File: config.mk
export PLATFORM = sky130hd
export DESIGN_NAME = flash_reader_flat
export DESIGN_NICKNAME = d
export VERILOG_FILES = /design/src/rtl/flash_reader_if.sv /design/src/rtl/flash_reader.sv /design/src/flat_wrapper.sv
export SDC_FILE = /design/constraint.sdc
export NUM_CORES = 1
export LEC_CHECK = 0
export BUFFER_PORTS_ARGS = -buffer_cell sky130_fd_sc_hd__buf_2
export CORE_ASPECT_RATIO = 0.7
export CORE_MARGIN = 2
export CORE_UTILIZATION = 58
export DETAILED_ROUTE_END_ITERATION = 8
export GPL_TIMING_DRIVEN = 0
export PLACE_DENSITY = 0.87
export SLEW_MARGIN = 10
export SYNTH_ARGS = -nofsm -noshare
export SYNTH_HDL_FRONTEND = slang
export SYNTH_SLANG_ARGS = --single-unit
File: constraint.sdc
create_clock -name clock -period 4.5 [get_ports clock]
set_input_delay 0.9 -clock clock [delete_from_list [all_inputs] [get_ports clock]]
set_output_delay 0.9 -clock clock [all_outputs]
set_load 0.01 [all_outputs]
File: src/rtl/flash_reader_if.sv
// Request/stream/serial-flash signal bundle for flash_reader.
// master = requester and flash side, slave = the controller.
interface flash_reader_if #(
  parameter int unsigned LENGTH_WIDTH = 16
);
  logic                    request;
  logic [23:0]             request_address;
  logic [LENGTH_WIDTH-1:0] request_length;
  logic                    abort;
  logic                    ready;
  logic                    byte_valid;
  logic [7:0]              byte_data;
  logic                    done;
  logic                    flash_clock;
  logic                    flash_select;
  logic                    flash_data_out;
  logic                    flash_data_in;

  modport master (
    output request, request_address, request_length, abort, flash_data_in,
    input  ready, byte_valid, byte_data, done,
    input  flash_clock, flash_select, flash_data_out
  );

  modport slave (
    input  request, request_address, request_length, abort, flash_data_in,
    output ready, byte_valid, byte_data, done,
    output flash_clock, flash_select, flash_data_out
  );
endinterface

File: src/rtl/flash_reader.sv
// Serial flash read controller: sends opcode + 24-bit address at clock/2,
// then streams length bytes back, MSB first, with abort and deselect timing.
module flash_reader #(
  parameter logic [7:0]  READ_COMMAND = 8'h03,
  parameter int unsigned LENGTH_WIDTH = 16
) (
  input  logic           clock,
  input  logic           reset,
  flash_reader_if.slave  bus
);

  localparam logic [2:0] ST_IDLE     = 3'd0;
  localparam logic [2:0] ST_SELECT   = 3'd1;
  localparam logic [2:0] ST_SHIFT    = 3'd2;
  localparam logic [2:0] ST_END      = 3'd3;
  localparam logic [2:0] ST_DESELECT = 3'd4;

  localparam int unsigned TX_BITS   = 32;
  localparam int unsigned CNT_W     = 6;
  // tx_count saturates one past TX_BITS to mark the data phase
  localparam logic [CNT_W-1:0] TX_LAST = CNT_W'(TX_BITS);
  localparam logic [CNT_W-1:0] RX_MODE = CNT_W'(TX_BITS + 1);

  logic [2:0]              state_q, state_n;
  logic [31:0]             tx_shift_q, tx_shift_n;
  logic [CNT_W-1:0]        tx_count_q, tx_count_n;
  logic [6:0]              rx_shift_q, rx_shift_n;
  logic [2:0]              rx_bits_q, rx_bits_n;
  logic [LENGTH_WIDTH-1:0] remaining_q, remaining_n;
  logic                    hold_q, hold_n;
  logic                    ready_q, ready_n;
  logic                    byte_valid_q, byte_valid_n;
  logic [7:0]              byte_data_q, byte_data_n;
  logic                    done_q, done_n;
  logic                    fclk_q, fclk_n;
  logic                    fsel_q, fsel_n;
  logic                    mosi_q, mosi_n;

  assign bus.ready          = ready_q;
  assign bus.byte_valid     = byte_valid_q;
  assign bus.byte_data      = byte_data_q;
  assign bus.done           = done_q;
  assign bus.flash_clock    = fclk_q;
  assign bus.flash_select   = fsel_q;
  assign bus.flash_data_out = mosi_q;

  // State register
  always_ff @(posedge clock) begin
    if (reset) begin
      state_q      <= ST_IDLE;
      tx_shift_q   <= '0;
      tx_count_q   <= '0;
      rx_shift_q   <= '0;
      rx_bits_q    <= '0;
      remaining_q  <= '0;
      hold_q       <= 1'b0;
      ready_q      <= 1'b1;
      byte_valid_q <= 1'b0;
      byte_data_q  <= '0;
      done_q       <= 1'b0;
      fclk_q       <= 1'b0;
      fsel_q       <= 1'b1;
      mosi_q       <= 1'b0;
    end else begin
      state_q      <= state_n;
      tx_shift_q   <= tx_shift_n;
      tx_count_q   <= tx_count_n;
      rx_shift_q   <= rx_shift_n;
      rx_bits_q    <= rx_bits_n;
      remaining_q  <= remaining_n;
      hold_q       <= hold_n;
      ready_q      <= ready_n;
      byte_valid_q <= byte_valid_n;
      byte_data_q  <= byte_data_n;
      done_q       <= done_n;
      fclk_q       <= fclk_n;
      fsel_q       <= fsel_n;
      mosi_q       <= mosi_n;
    end
  end

  // Next-state and next-output logic
  always_comb begin
    state_n      = state_q;
    tx_shift_n   = tx_shift_q;
    tx_count_n   = tx_count_q;
    rx_shift_n   = rx_shift_q;
    rx_bits_n    = rx_bits_q;
    remaining_n  = remaining_q;
    hold_n       = hold_q;
    ready_n      = ready_q;
    byte_valid_n = 1'b0;
    byte_data_n  = byte_data_q;
    done_n       = 1'b0;
    fclk_n       = fclk_q;
    fsel_n       = fsel_q;
    mosi_n       = mosi_q;

    case (state_q)
      ST_IDLE: begin
        if (bus.request && (bus.request_length != '0)) begin
          state_n     = ST_SELECT;
          ready_n     = 1'b0;
          fsel_n      = 1'b0;
          fclk_n      = 1'b0;
          mosi_n      = 1'b0;
          tx_shift_n  = {READ_COMMAND, bus.request_address};
          tx_count_n  = '0;
          rx_bits_n   = '0;
          remaining_n = bus.request_length;
        end
      end

      ST_SELECT: begin
        if (bus.abort) begin
          state_n = ST_END;
        end else begin
          state_n    = ST_SHIFT;
          mosi_n     = tx_shift_q[31];
          tx_shift_n = {tx_shift_q[30:0], 1'b0};
          tx_count_n = CNT_W'(1);
        end
      end

      ST_SHIFT: begin
        if (!fclk_q) begin
          // Rising edge: sample data bits; a byte finishing here survives abort
          fclk_n = !bus.abort;
          if (bus.abort) state_n = ST_END;
          if (tx_count_q == RX_MODE) begin
            rx_shift_n = {rx_shift_q[5:0], bus.flash_data_in};
            rx_bits_n  = rx_bits_q + 3'd1;
            if (rx_bits_q == 3'd7) begin
              byte_data_n  = {rx_shift_q, bus.flash_data_in};
              byte_valid_n = 1'b1;
              remaining_n  = remaining_q - LENGTH_WIDTH'(1);
            end
          end
        end else begin
          fclk_n = 1'b0;
          if (bus.abort || (remaining_q == '0)) begin
            state_n = ST_END;
            mosi_n  = 1'b0;
          end else if (tx_count_q < TX_LAST) begin
            mosi_n     = tx_shift_q[31];
            tx_shift_n = {tx_shift_q[30:0], 1'b0};
            tx_count_n = tx_count_q + CNT_W'(1);
          end else begin
            mosi_n     = 1'b0;
            tx_count_n = RX_MODE;
          end
        end
      end

      ST_END: begin
        state_n = ST_DESELECT;
        fsel_n  = 1'b1;
        fclk_n  = 1'b0;
        mosi_n  = 1'b0;
        done_n  = 1'b1;
        hold_n  = 1'b0;
      end

      ST_DESELECT: begin
        if (hold_q) begin
          state_n = ST_IDLE;
          ready_n = 1'b1;
        end else begin
          hold_n = 1'b1;
        end
      end

      default: begin
        state_n = ST_IDLE;
        ready_n = 1'b1;
        fsel_n  = 1'b1;
        fclk_n  = 1'b0;
      end
    endcase
  end

endmodule
File: src/flat_wrapper.sv
// flat-port wrapper written by rule: the top's interface ports become plain ports
module flash_reader_flat 
#(
  parameter logic [7:0]  READ_COMMAND = 8'h03,
  parameter int unsigned LENGTH_WIDTH = 16
)
  (clock, reset, bus_request, bus_request_address, bus_request_length, bus_abort, bus_flash_data_in, bus_ready, bus_byte_valid, bus_byte_data, bus_done, bus_flash_clock, bus_flash_select, bus_flash_data_out);
  flash_reader_if #(.LENGTH_WIDTH(LENGTH_WIDTH)) bus_i ();
  input  logic clock;
  input  logic reset;
  input wire logic [$bits(bus_i.request)-1:0] bus_request;
  input wire logic [$bits(bus_i.request_address)-1:0] bus_request_address;
  input wire logic [$bits(bus_i.request_length)-1:0] bus_request_length;
  input wire logic [$bits(bus_i.abort)-1:0] bus_abort;
  input wire logic [$bits(bus_i.flash_data_in)-1:0] bus_flash_data_in;
  output wire logic [$bits(bus_i.ready)-1:0] bus_ready;
  output wire logic [$bits(bus_i.byte_valid)-1:0] bus_byte_valid;
  output wire logic [$bits(bus_i.byte_data)-1:0] bus_byte_data;
  output wire logic [$bits(bus_i.done)-1:0] bus_done;
  output wire logic [$bits(bus_i.flash_clock)-1:0] bus_flash_clock;
  output wire logic [$bits(bus_i.flash_select)-1:0] bus_flash_select;
  output wire logic [$bits(bus_i.flash_data_out)-1:0] bus_flash_data_out;
  assign bus_i.request = bus_request;
  assign bus_i.request_address = bus_request_address;
  assign bus_i.request_length = bus_request_length;
  assign bus_i.abort = bus_abort;
  assign bus_i.flash_data_in = bus_flash_data_in;
  assign bus_ready = bus_i.ready;
  assign bus_byte_valid = bus_i.byte_valid;
  assign bus_byte_data = bus_i.byte_data;
  assign bus_done = bus_i.done;
  assign bus_flash_clock = bus_i.flash_clock;
  assign bus_flash_select = bus_i.flash_select;
  assign bus_flash_data_out = bus_i.flash_data_out;
  flash_reader #(.READ_COMMAND(READ_COMMAND), .LENGTH_WIDTH(LENGTH_WIDTH)) u_core (.clock(clock), .reset(reset), .bus(bus_i));
endmodule
==> results.ini, run 1 <==
[status]
status = complete, no violations

[worst_setup_path]
setup.worst_path.start_class = flip-flop
worst_setup_path_end_kind = flip-flop
crit_fanout = 10
crit_chain = inv_1 -> ha_1 -> nor4b_1 -> a41o_1 -> o21ai_1 -> clkbuf_1 -> a21oi_1 -> a311oi_1
critical_path.max_stage_delay_ns = 0.64
slowest_stage = nor4b_1
worstPathArrival_ns = 3.14
cp.required_ns = 4.73
crit_type = flip-flop to flip-flop

[routing]
drc = 0
antenna_left = 0
drt_iter0_markers = 404
vias = 4325
post_drt_wl_per_cell_um = 17.93
via_per_inst = 6.504
wirelength_mm = 11.92
firstDrtPassIters = 7

[logic_synthesis]
async_flop_share_pct = 0
ys_ff_latch = 82
synth_area_sq_um = 4170
syn-instance-count = 497
synth-edff-count = 0
ys_warn_count = 0
avgSynthCellArea_sq_um = 8.391
yosysUniqueCellTypes = 58
synth_nets = 547
synth-seq-area-share_pct = 39.36
ys.flop_type = dfxtp_1

[grt]
grtUsageTotal_pct = 31.00
grt_busiest_layer = met2
grt_pass1_vias = 3956
grt_util_met1_pct = 42.30
grt_use_met2_pct = 48.03
antenna_found_initial = 0
grt_max_degree = 17
grt_overflow = 0
use_met3_pct = 7.273
grt_pass1_wl_mm = 19.32

[timing]
finClkSkew_ns = 0.01057
fin_crit_ns = 2.907
fmax_mhz = 344.0
fin_setup_tns_ns = 0
hold_viol = 0
fin_crit_sh_pct = 64.60
timing.hold.ws_ns = 0.4561
finalMaxSlewViolations = 0
finalSetupViolations = 0
rsz0062_at_grt = no
fin_ws_ns = 1.593
tightestPinTransition_ns = 0.7599
relSlewSlack_pct = 48.87

[floorplan]
core-area_sq_um = 6850
initial_utilization_pct = 60.88
die-area_sq_um = 7895
io_pins = 59
row_count = 25
die_h_um = 74.95
fp.dieW_um = 105.4

[cts]
cts_tree = yes
cts_max_level = 3
cts_made_buffers = 9
post_cts_buffers = 0
cts_resized = 0
clock_path_buffers = 2
clock_sink_count = 82
cts_hold_buf = 0
worst_skew_pair.late_latency_ns = 0.37
cts.root.buffer_cell = clkbuf_8
clk_pin_slew_ns = 0.09

[pwr]
ir_drop_uv = 203.2
power_leakage_uw = 0.001881
p_per_area_nw_per_um2 = 406.9
total_power_uw = 1938

[cells_and_area]
nFillCells = 533
fin_cells = 665
layout_common_cells = dfxtp_1, a21oi_1, buf_2, nand2_1, clkbuf_1
nNetsFinal = 616
area_growth_syn_to_layout_pct = 14.22
antenna_cells = 0
drive_gt1_share_pct = 19.61
layout_commonest_cell = dfxtp_1

[placed_design]
placed_cells = 649
io_buffers = 58
hpwl_mm = 8.473
globalplace.congestion = 0.9197
preCtsSetupSlack_ns = 1.434

[worst_hold_path]
min_path_type = flip-flop to flip-flop

[flow_run]
maxCapViolCount = 0

## power by group
| group | switching (uW) | internal [uW] |
|---|---|---|
| Sequential | 56.2 | 799 |
| Combinational | 355 | 209 |
| Clock | 307 | 212 |
| Total | 718 | 1220 |
## synth_stat cells (3+ instances only)
cell type | instances | share of area [%]
a211oi_1 | 3 | 0.54
a21oi_1 | 75 | 9.0
a21oi_2 | 4 | 0.84
a311oi_1 | 23 | 4.8
a31oi_1 | 4 | 0.60
buf_2 | 7 | 0.84
buf_6 | 3 | 0.81
clkbuf_1 | 28 | 2.5
dfxtp_1 | 82 | 39
ha_1 | 5 | 1.5
inv_1 | 9 | 0.81
mux2i_1 | 25 | 6.0
nand2_1 | 55 | 5.0
nand2b_1 | 3 | 0.45
nand3_1 | 13 | 1.6
nand4_1 | 11 | 1.7
nor2_1 | 23 | 2.1
nor2b_1 | 5 | 0.75
nor3_1 | 16 | 1.9
nor4_1 | 12 | 1.8
o21a_1 | 7 | 1.3
o21ai_0 | 22 | 2.6
o21ai_1 | 4 | 0.48
o21ai_2 | 5 | 1.1
o31ai_1 | 4 | 0.72
or3_1 | 4 | 0.60
or4_1 | 6 | 1.1
## critical path, delay by kind of cell (launching register included)
family	cells	cell delay, ns
buf+inv	2	0.48
flops	1	0.35
simple gates	1	0.64
fa+ha+maj	1	0.23
compound gates	4	1.09
## flip-flops by register name (all words and copies together), names as in the netlist
name and cells:
u_core.bus.flash_data_out 1, u_core.rx_shift_q 7, u_core.bus.flash_clock 1, u_core.bus.byte_valid 1, u_core.bus.done 1, u_core.bus.flash_select 1
u_core.tx_count_q 6, u_core.bus.byte_data 8, u_core.tx_shift_q 32, u_core.bus.ready 1, u_core.hold_q 1, u_core.rx_bits_q 3
u_core.remaining_q 16, u_core.state_q 3
## through the flow
| step | util [%] | cell area, sq um |
|---|---|---|
| floorplan | - | 4170 |
| global placement | 66.83 | 4578 |
| detailed placement | 66.83 | 4578 |
| CTS | 69.53 | 4763 |
| global route | 69.53 | 4763 |
| finish | 69.53 | 4763 |
## final timing paths
kind                                         startpoint                 endpoint  slack (ns)  depth (start not counted)
worst min-delay path            u_core.bus.byte_data[0]  u_core.bus.byte_data[0]        0.46                          2
worst max-delay path              u_core.remaining_q[0]    u_core.tx_shift_q[23]        1.59                          8
worst min register to register  u_core.bus.byte_data[0]  u_core.bus.byte_data[0]        0.46                          2
worst max register to register    u_core.remaining_q[0]    u_core.tx_shift_q[23]        1.59                          8
## final cells by class
class                   instances  area (sq um)  share of cell area (%)
multi-input cells             365          2305                   48.38
flip-flops and latches         82          1642                   34.46
clock buffers                   9         123.9                   2.600
inverters                       9         33.78                  0.7092
repair buffers                 58         290.3                   6.094
clock inverters                 7         61.31                   1.287
well taps                      94         117.6                   2.469
plain buffers                  41         190.2                   3.993
## routing by layer
layer / part of all wire [%] / routed length, um / up-vias
met5: 0 / 0 / -
met4: 2.3 / 279 / 0
met3: 9.1 / 1079 / 43
met2: 45 / 5325 / 254
met1: 44 / 5237 / 2023
li1: - / - / 2005
## cell families (layout without fill, tap and decap cells)
| kind of cell | count (synthesis) | after routing | share of synthesized area (%) |
|---|---|---|---|
| and+or+nand+nor | 160 | 160 | 19.62 |
| AOI/OAI and AO/OA | 173 | 173 | 27.60 |
| adders and majority gates | 5 | 5 | 1.500 |
| buffers and inverters | 50 | 124 | 5.370 |
| DFF | 82 | 82 | 39.36 |
| muxes | 27 | 27 | 6.541 |
Note: power is estimated with default switching activity, not from simulation.
==> run 2, diff against run 1 <==
--- a/config.mk
+++ b/config.mk
@@ -5,13 +5,14 @@
 export SDC_FILE = /design/constraint.sdc
 export NUM_CORES = 1
 export LEC_CHECK = 0
+export ABC_AREA = 1
 export BUFFER_PORTS_ARGS = -buffer_cell sky130_fd_sc_hd__buf_2
 export CORE_ASPECT_RATIO = 0.7
 export CORE_MARGIN = 2
 export CORE_UTILIZATION = 58
 export DETAILED_ROUTE_END_ITERATION = 8
 export GPL_TIMING_DRIVEN = 0
-export PLACE_DENSITY = 0.87
+export PLACE_DENSITY = 0.86
 export SLEW_MARGIN = 10
 export SYNTH_ARGS = -nofsm -noshare
 export SYNTH_HDL_FRONTEND = slang
==> constraint.sdc (replaced) <==
create_clock -name clock -period 2.8 [get_ports clock]
set_input_delay 0.56 -clock clock [delete_from_list [all_inputs] [get_ports clock]]
set_output_delay 0.56 -clock clock [all_outputs]
set_load 0.01 [all_outputs]
==> results.ini, run 2 <==
[cells_and_area]
layout_commonest_cell = nand2_1
largest_reg_flops = 32
regArea_sq_um = 1642
regMostFlops = u_core.tx_shift_q
antenna_cells = 0
area_growth_syn_to_layout_pct = 13.81
nFillCells = 685
fin_cells = 894
layout_common_cells = nand2_1, nor2_1, dfxtp_1, inv_1, buf_2
multiInputGateArea_sq_um = 2335
nNetsFinal = 841
drive_gt1_share_pct = 14.45
fin_area_sq_um = 5052

[logic_synthesis]
synth.top_cell.area_share_pct = 36.98
synth_fa_ha_area_share_pct = 1.409
synth_common_cells = nand2_1, nor2_1, dfxtp_1, inv_1, a21oi_1
yosysTopAreaCell = dfxtp_1
ys.flop_type = dfxtp_1
synth-edff-count = 0
synth-compound-area-share_pct = 8.568
synthXorXnorAreaFrac_pct = 0.1973
synth_nets = 773
synthMostInstantiatedCell = nand2_1
avgSynthCellArea_sq_um = 6.140
synth_top_cells_by_area = dfxtp_1, nand2_1, nor2_1
synth-seq-area-share_pct = 36.98
synth_top_family_by_area = simple AND/OR/NAND/NOR gates
ys_warn_count = 0
yosysUniqueCellTypes = 32
yosys.area_share.simple_pct = 42.42
synth_area_sq_um = 4439
ys_ff_latch = 82
async_flop_share_pct = 0
syn-instance-count = 723
muxShareOfSynthArea_pct = 0

[worst_setup_path]
cp.required_ns = 3.09
crit_chain = ha_1 -> inv_1 -> nor2_1 -> nand4_1 -> a21oi_2 -> nand2_2 -> inv_2 -> buf_4 -> nand2_1 -> a21oi_1
reg2reg_to = u_core.remaining_q[5]
r2r-start = u_core.tx_count_q[0]
slowest_stage = dfxtp_1
r2r_cells = 10
worstPathArrival_ns = 2.43
worst_setup_path_end_kind = flip-flop
critical_path.max_stage_delay_ns = 0.48
setup.worst_path.start_class = flip-flop
path_buf_inv = 3
crit_fanout = 10
ff2ff_setup_slack_ns = 0.66
cp-startpoint = u_core.tx_count_q[0]
crit_family = simple AND/OR/NAND/NOR gates
crit_type = flip-flop to flip-flop

[timing]
fmax_mhz = 467.1
hold_viol = 0
finalMaxSlewViolations = 0
relSlewSlack_pct = 57.97
fin_setup_tns_ns = 0
rsz0062_at_grt = no
timing.hold.ws_ns = 0.4174
finClkSkew_ns = 0.009430
fin_crit_ns = 2.141
fin_crit_sh_pct = 76.46
finalSetupViolations = 0
tightestPinTransition_ns = 0.6305

[cts]
cts_hold_buf = 0
cts_max_level = 3
clk_pin_slew_ns = 0.08
cts_made_buffers = 9
worst_skew_pair.late_latency_ns = 0.37
cts.root.buffer_cell = clkbuf_8
post_cts_buffers = 0
clock_path_buffers = 2
cts_resized = 0
clock_sink_count = 82
cts_tree = yes

[floorplan]
die_h_um = 77.20
die-area_sq_um = 8381
fp.dieW_um = 108.6
row_count = 26
core-area_sq_um = 7352
io_pins = 59
initial_utilization_pct = 60.38

[pwr]
power_leakage_uw = 0.002540
ir_drop_uv = 497.1
total_power_uw = 5763
p_per_area_nw_per_um2 = 1141

[grt]
grt_overflow = 0
grt_pass1_wl_mm = 19.67
antenna_found_initial = 0
grt_max_degree = 14
grt_pass1_vias = 4292
grtUsageTotal_pct = 29.94

[placed_design]
globalplace.congestion = 0.9353
placed_cells = 878
hpwl_mm = 8.559
io_buffers = 57
dpl_cell_area_sq_um = 4847

[worst_hold_path]
hold-path-cell-count = 3
min_to = u_core.bus.byte_data[0]
hp-start = bus_flash_data_in
min_path_type = input port to flip-flop

[routing]
firstDrtPassIters = 6
vias = 4650
drt_iter0_markers = 445
wirelength_mm = 11.65
via_per_inst = 5.201
post_drt_wl_per_cell_um = 13.03
antenna_left = 0
drc = 0

[flow_run]
maxCapViolCount = 0

[status]
status = complete, no violations

==> run 2: cell types whose count changed after synthesis, sizes merged, moves of 20 or more <==
cell	previous run	this run
a21oi	79	37
inv	9	79
nor2	23	146
mux2i	25	0
a311oi	23	0
nand3	13	33
nand2	55	247
==> run 2: power by group <==
part	total [uW]	internal, uW	switching [uW]
clock network	889	459	429
registers	1770	1500	268
logic	3100	1050	2060
total	5760	3010	2750
==> run 2: logic make-up (layout without fill, tap and decap cells) <==
group,Yosys count,after routing
and+or+nand+nor,453,453
buffers and inverters,108,181
DFF,82,82
AOI/OAI and AO/OA,74,74
adders and majority gates,5,5
xor gates and xnor gates,1,1
==> run 2: worst max-delay path by stage <==
stage | to | slack (ns) | cells after the start
final | u_core.remaining_q[5] | 0.66 | 10
after CTS | u_core.tx_shift_q[8] | 0.72 | 13
after global placement | u_core.tx_shift_q[19] | 0.79 | 6
after floorplan | u_core.tx_shift_q[6] | 1.13 | 14
after global routing | u_core.remaining_q[5] | 0.49 | 10
after detailed placement | u_core.remaining_q[5] | 0.73 | 11
==> run 2: area by class of cell <==
class | count | area share, %
Buffer | 29 | 3.244
Clock buffer | 12 | 3.071
Timing Repair Buffer | 57 | 5.646
Multi-Input combinational cell | 533 | 46.21
Sequential cell | 82 | 32.49
Clock inverter | 4 | 0.9906
Inverter | 79 | 5.919
Tap cell | 98 | 2.427
==> run 2: worst register-to-register path: stages, from the launching register on <==
cell,delay (ns)
dfxtp_1,0.48
ha_1,0.22
inv_1,0.04
nor2_1,0.13
nand4_1,0.20
a21oi_2,0.26
nand2_2,0.21
inv_2,0.12
buf_4,0.19
nand2_1,0.07
a21oi_1,0.16
==> run 2: per-stage QoR <==
step                worst slack, ns  util (%)
finish                       0.6591     68.72
global placement             0.7911     65.93
detailed placement           0.7277     65.93
global route                 0.4899     68.72
floorplan                     1.129         -
CTS                          0.7198     68.72
==> run 2: routing by layer <==
layer / GRT usage, % / share of wire (%)
met1: 41.01 / 47
met3: 8.078 / 6.6
met2: 46.75 / 45
met4: 7.436 / 1.0
met5: 0 / 0
==> run 3, diff against run 2 <==
--- a/config.mk
+++ b/config.mk
@@ -9,10 +9,10 @@
 export BUFFER_PORTS_ARGS = -buffer_cell sky130_fd_sc_hd__buf_2
 export CORE_ASPECT_RATIO = 0.7
 export CORE_MARGIN = 2
-export CORE_UTILIZATION = 58
+export CORE_UTILIZATION = 52
 export DETAILED_ROUTE_END_ITERATION = 8
 export GPL_TIMING_DRIVEN = 0
-export PLACE_DENSITY = 0.86
+export PLACE_DENSITY = 0.82
 export SLEW_MARGIN = 10
 export SYNTH_ARGS = -nofsm -noshare
 export SYNTH_HDL_FRONTEND = slang
==> constraint.sdc (replaced) <==
create_clock -name clock -period 1.9 [get_ports clock]
set_input_delay 0.38 -clock clock [delete_from_list [all_inputs] [get_ports clock]]
set_output_delay 0.38 -clock clock [all_outputs]
set_load 0.01 [all_outputs]
==> results.ini, run 3 (synthesized netlist as in run 2, its figures left out) <==
[placed_design]
placed_cells = 885
io_buffers = 57
globalplace.congestion = 0.9099
hpwl_mm = 8.502
preCtsSetupSlack_ns = -0.1722

[pwr]
total_power_uw = 9358
ir_drop_uv = 816.1
power_leakage_uw = 0.002671
p_per_area_nw_per_um2 = 1761

[timing]
fin_crit_ns = 1.873
fin_setup_tns_ns = 0
fin_ws_ns = 0.02730
fin_crit_sh_pct = 98.56
finalMaxSlewViolations = 0
finClkSkew_ns = 0.007492
finalSetupViolations = 0
hold_viol = 0
relSlewSlack_pct = 58.36
tightestPinTransition_ns = 0.6245
fmax_mhz = 534.0

[cts]
clock_sink_count = 82
cts_tree = yes
worst_skew_pair.late_latency_ns = 0.34
cts.root.buffer_cell = clkbuf_16
cts_made_buffers = 9
clock_path_buffers = 2
clk_pin_slew_ns = 0.06
cts_max_level = 3

[routing]
via_per_inst = 5.266
wirelength_mm = 12.11
post_drt_wl_per_cell_um = 13.27
drt_iter0_markers = 444
vias = 4808
drc = 0
antenna_left = 0
firstDrtPassIters = 6

[cells_and_area]
nNetsFinal = 853
layout_common_cells = nand2_1, nor2_1, dfxtp_1, inv_1, buf_2
area_growth_syn_to_layout_pct = 19.73
antenna_cells = 0
regMostFlops = u_core.tx_shift_q
largest_reg_flops = 32
layout_commonest_cell = nand2_1
fin_cells = 913
drive_gt1_share_pct = 17.82
nFillCells = 724

[worst_setup_path]
worst_setup_path_end_kind = flip-flop
critical_path.max_stage_delay_ns = 0.40
cp.required_ns = 2.10
crit_family = simple AND/OR/NAND/NOR gates
slowest_stage = dfxtp_2
crit_chain = ha_1 -> inv_1 -> nor2_1 -> nand4_1 -> a21oi_2 -> nand2_4 -> clkbuf_4 -> nand2_1 -> a21oi_2
crit_fanout = 10
crit_path_frequent_cell = a21oi_2
path_buf_inv = 2
crit_type = flip-flop to flip-flop
worstPathArrival_ns = 2.07
setup.worst_path.start_class = flip-flop

[floorplan]
io_pins = 59
row_count = 28
core-area_sq_um = 8373
fp.dieW_um = 114.4
die-area_sq_um = 9304
initial_utilization_pct = 53.02
die_h_um = 81.31

[worst_hold_path]
min_path_type = input port to flip-flop

[grt]
grt_max_degree = 15
grt_pass1_wl_mm = 19.30
grt_overflow = 0
grt_pass1_vias = 4152
grtUsageTotal_pct = 26.26
antenna_found_initial = 0

[status]
status = complete, no violations

[flow_run]
maxCapViolCount = 0

[run 3: cell types whose count changed in the layout (fill, tap and decap cells not counted), moves of 3 or more]
cell | before | now
clkbuf_8 | 11 | 1
nor2_1 | 139 | 135
buf_4 | 5 | 15
dfxtp_2 | 0 | 3
nand2_4 | 1 | 4
dfxtp_1 | 82 | 79
nand2_1 | 240 | 237
clkbuf_16 | 0 | 9
[run 3: tightest hold or removal path: stages]
cell	delay (ns)
buf_2	0.09
nand2_1	0.05
nand2_1	0.04
[run 3: power by group]
part	internal [uW]	switching, uW
clock	929	738
sequential	2230	395
combinational	1830	3240
[run 3: final timing paths]
path                         from                 endpoint  slack (ns)  cells past startpoint
max          u_core.tx_count_q[0]    u_core.remaining_q[8]        0.03                      9
min             bus_flash_data_in  u_core.bus.byte_data[0]        0.25                      3
max reg2reg  u_core.tx_count_q[0]    u_core.remaining_q[8]        0.03                      9
min reg2reg      u_core.bus.ready         u_core.bus.ready        0.45                      2
[run 3: per-layer routing]
layer / routed length, um / global-route usage (%)
met4: 267 / 8.537
met1: 5338 / 33.43
met3: 1049 / 7.313
met5: 0 / 0
met2: 5459 / 43.43
[run 3: area by class of cell]
class                      instances  area [sq um]  area share [%]
tap                              105         131.4           2.472
multi-input combinational        533          2399           45.13
timing repair buffer              69         375.4           7.062
buffer                            29         183.9           3.460
inverter                          79         299.0           5.626
clock inverter                     5         38.79          0.7298
sequential                        82          1645           30.96
clock buffer                      11         242.7           4.567
[run 3: what timing repair did]
action | CTS | global route
setup endpoints to repair | 43 | 55
gates resized for setup | 7 | 25
pin swaps | 2 | 7
hold buffers | 0 | 0
setup buffers | 4 | 8
hold endpoints to repair | 0 | 0
[run 3: through the flow]
| stage | util [%] | hold slack, ns | area [sq um] |
|---|---|---|---|
| floorplan | - | 0.4359 | 4439 |
| global placement | 57.99 | 0.4316 | 4856 |
| detailed placement | 57.99 | 0.4341 | 4856 |
| CTS | 61.95 | 0.2403 | 5187 |
| global route | 63.48 | 0.2454 | 5315 |
| finish | 63.48 | 0.2500 | 5315 |
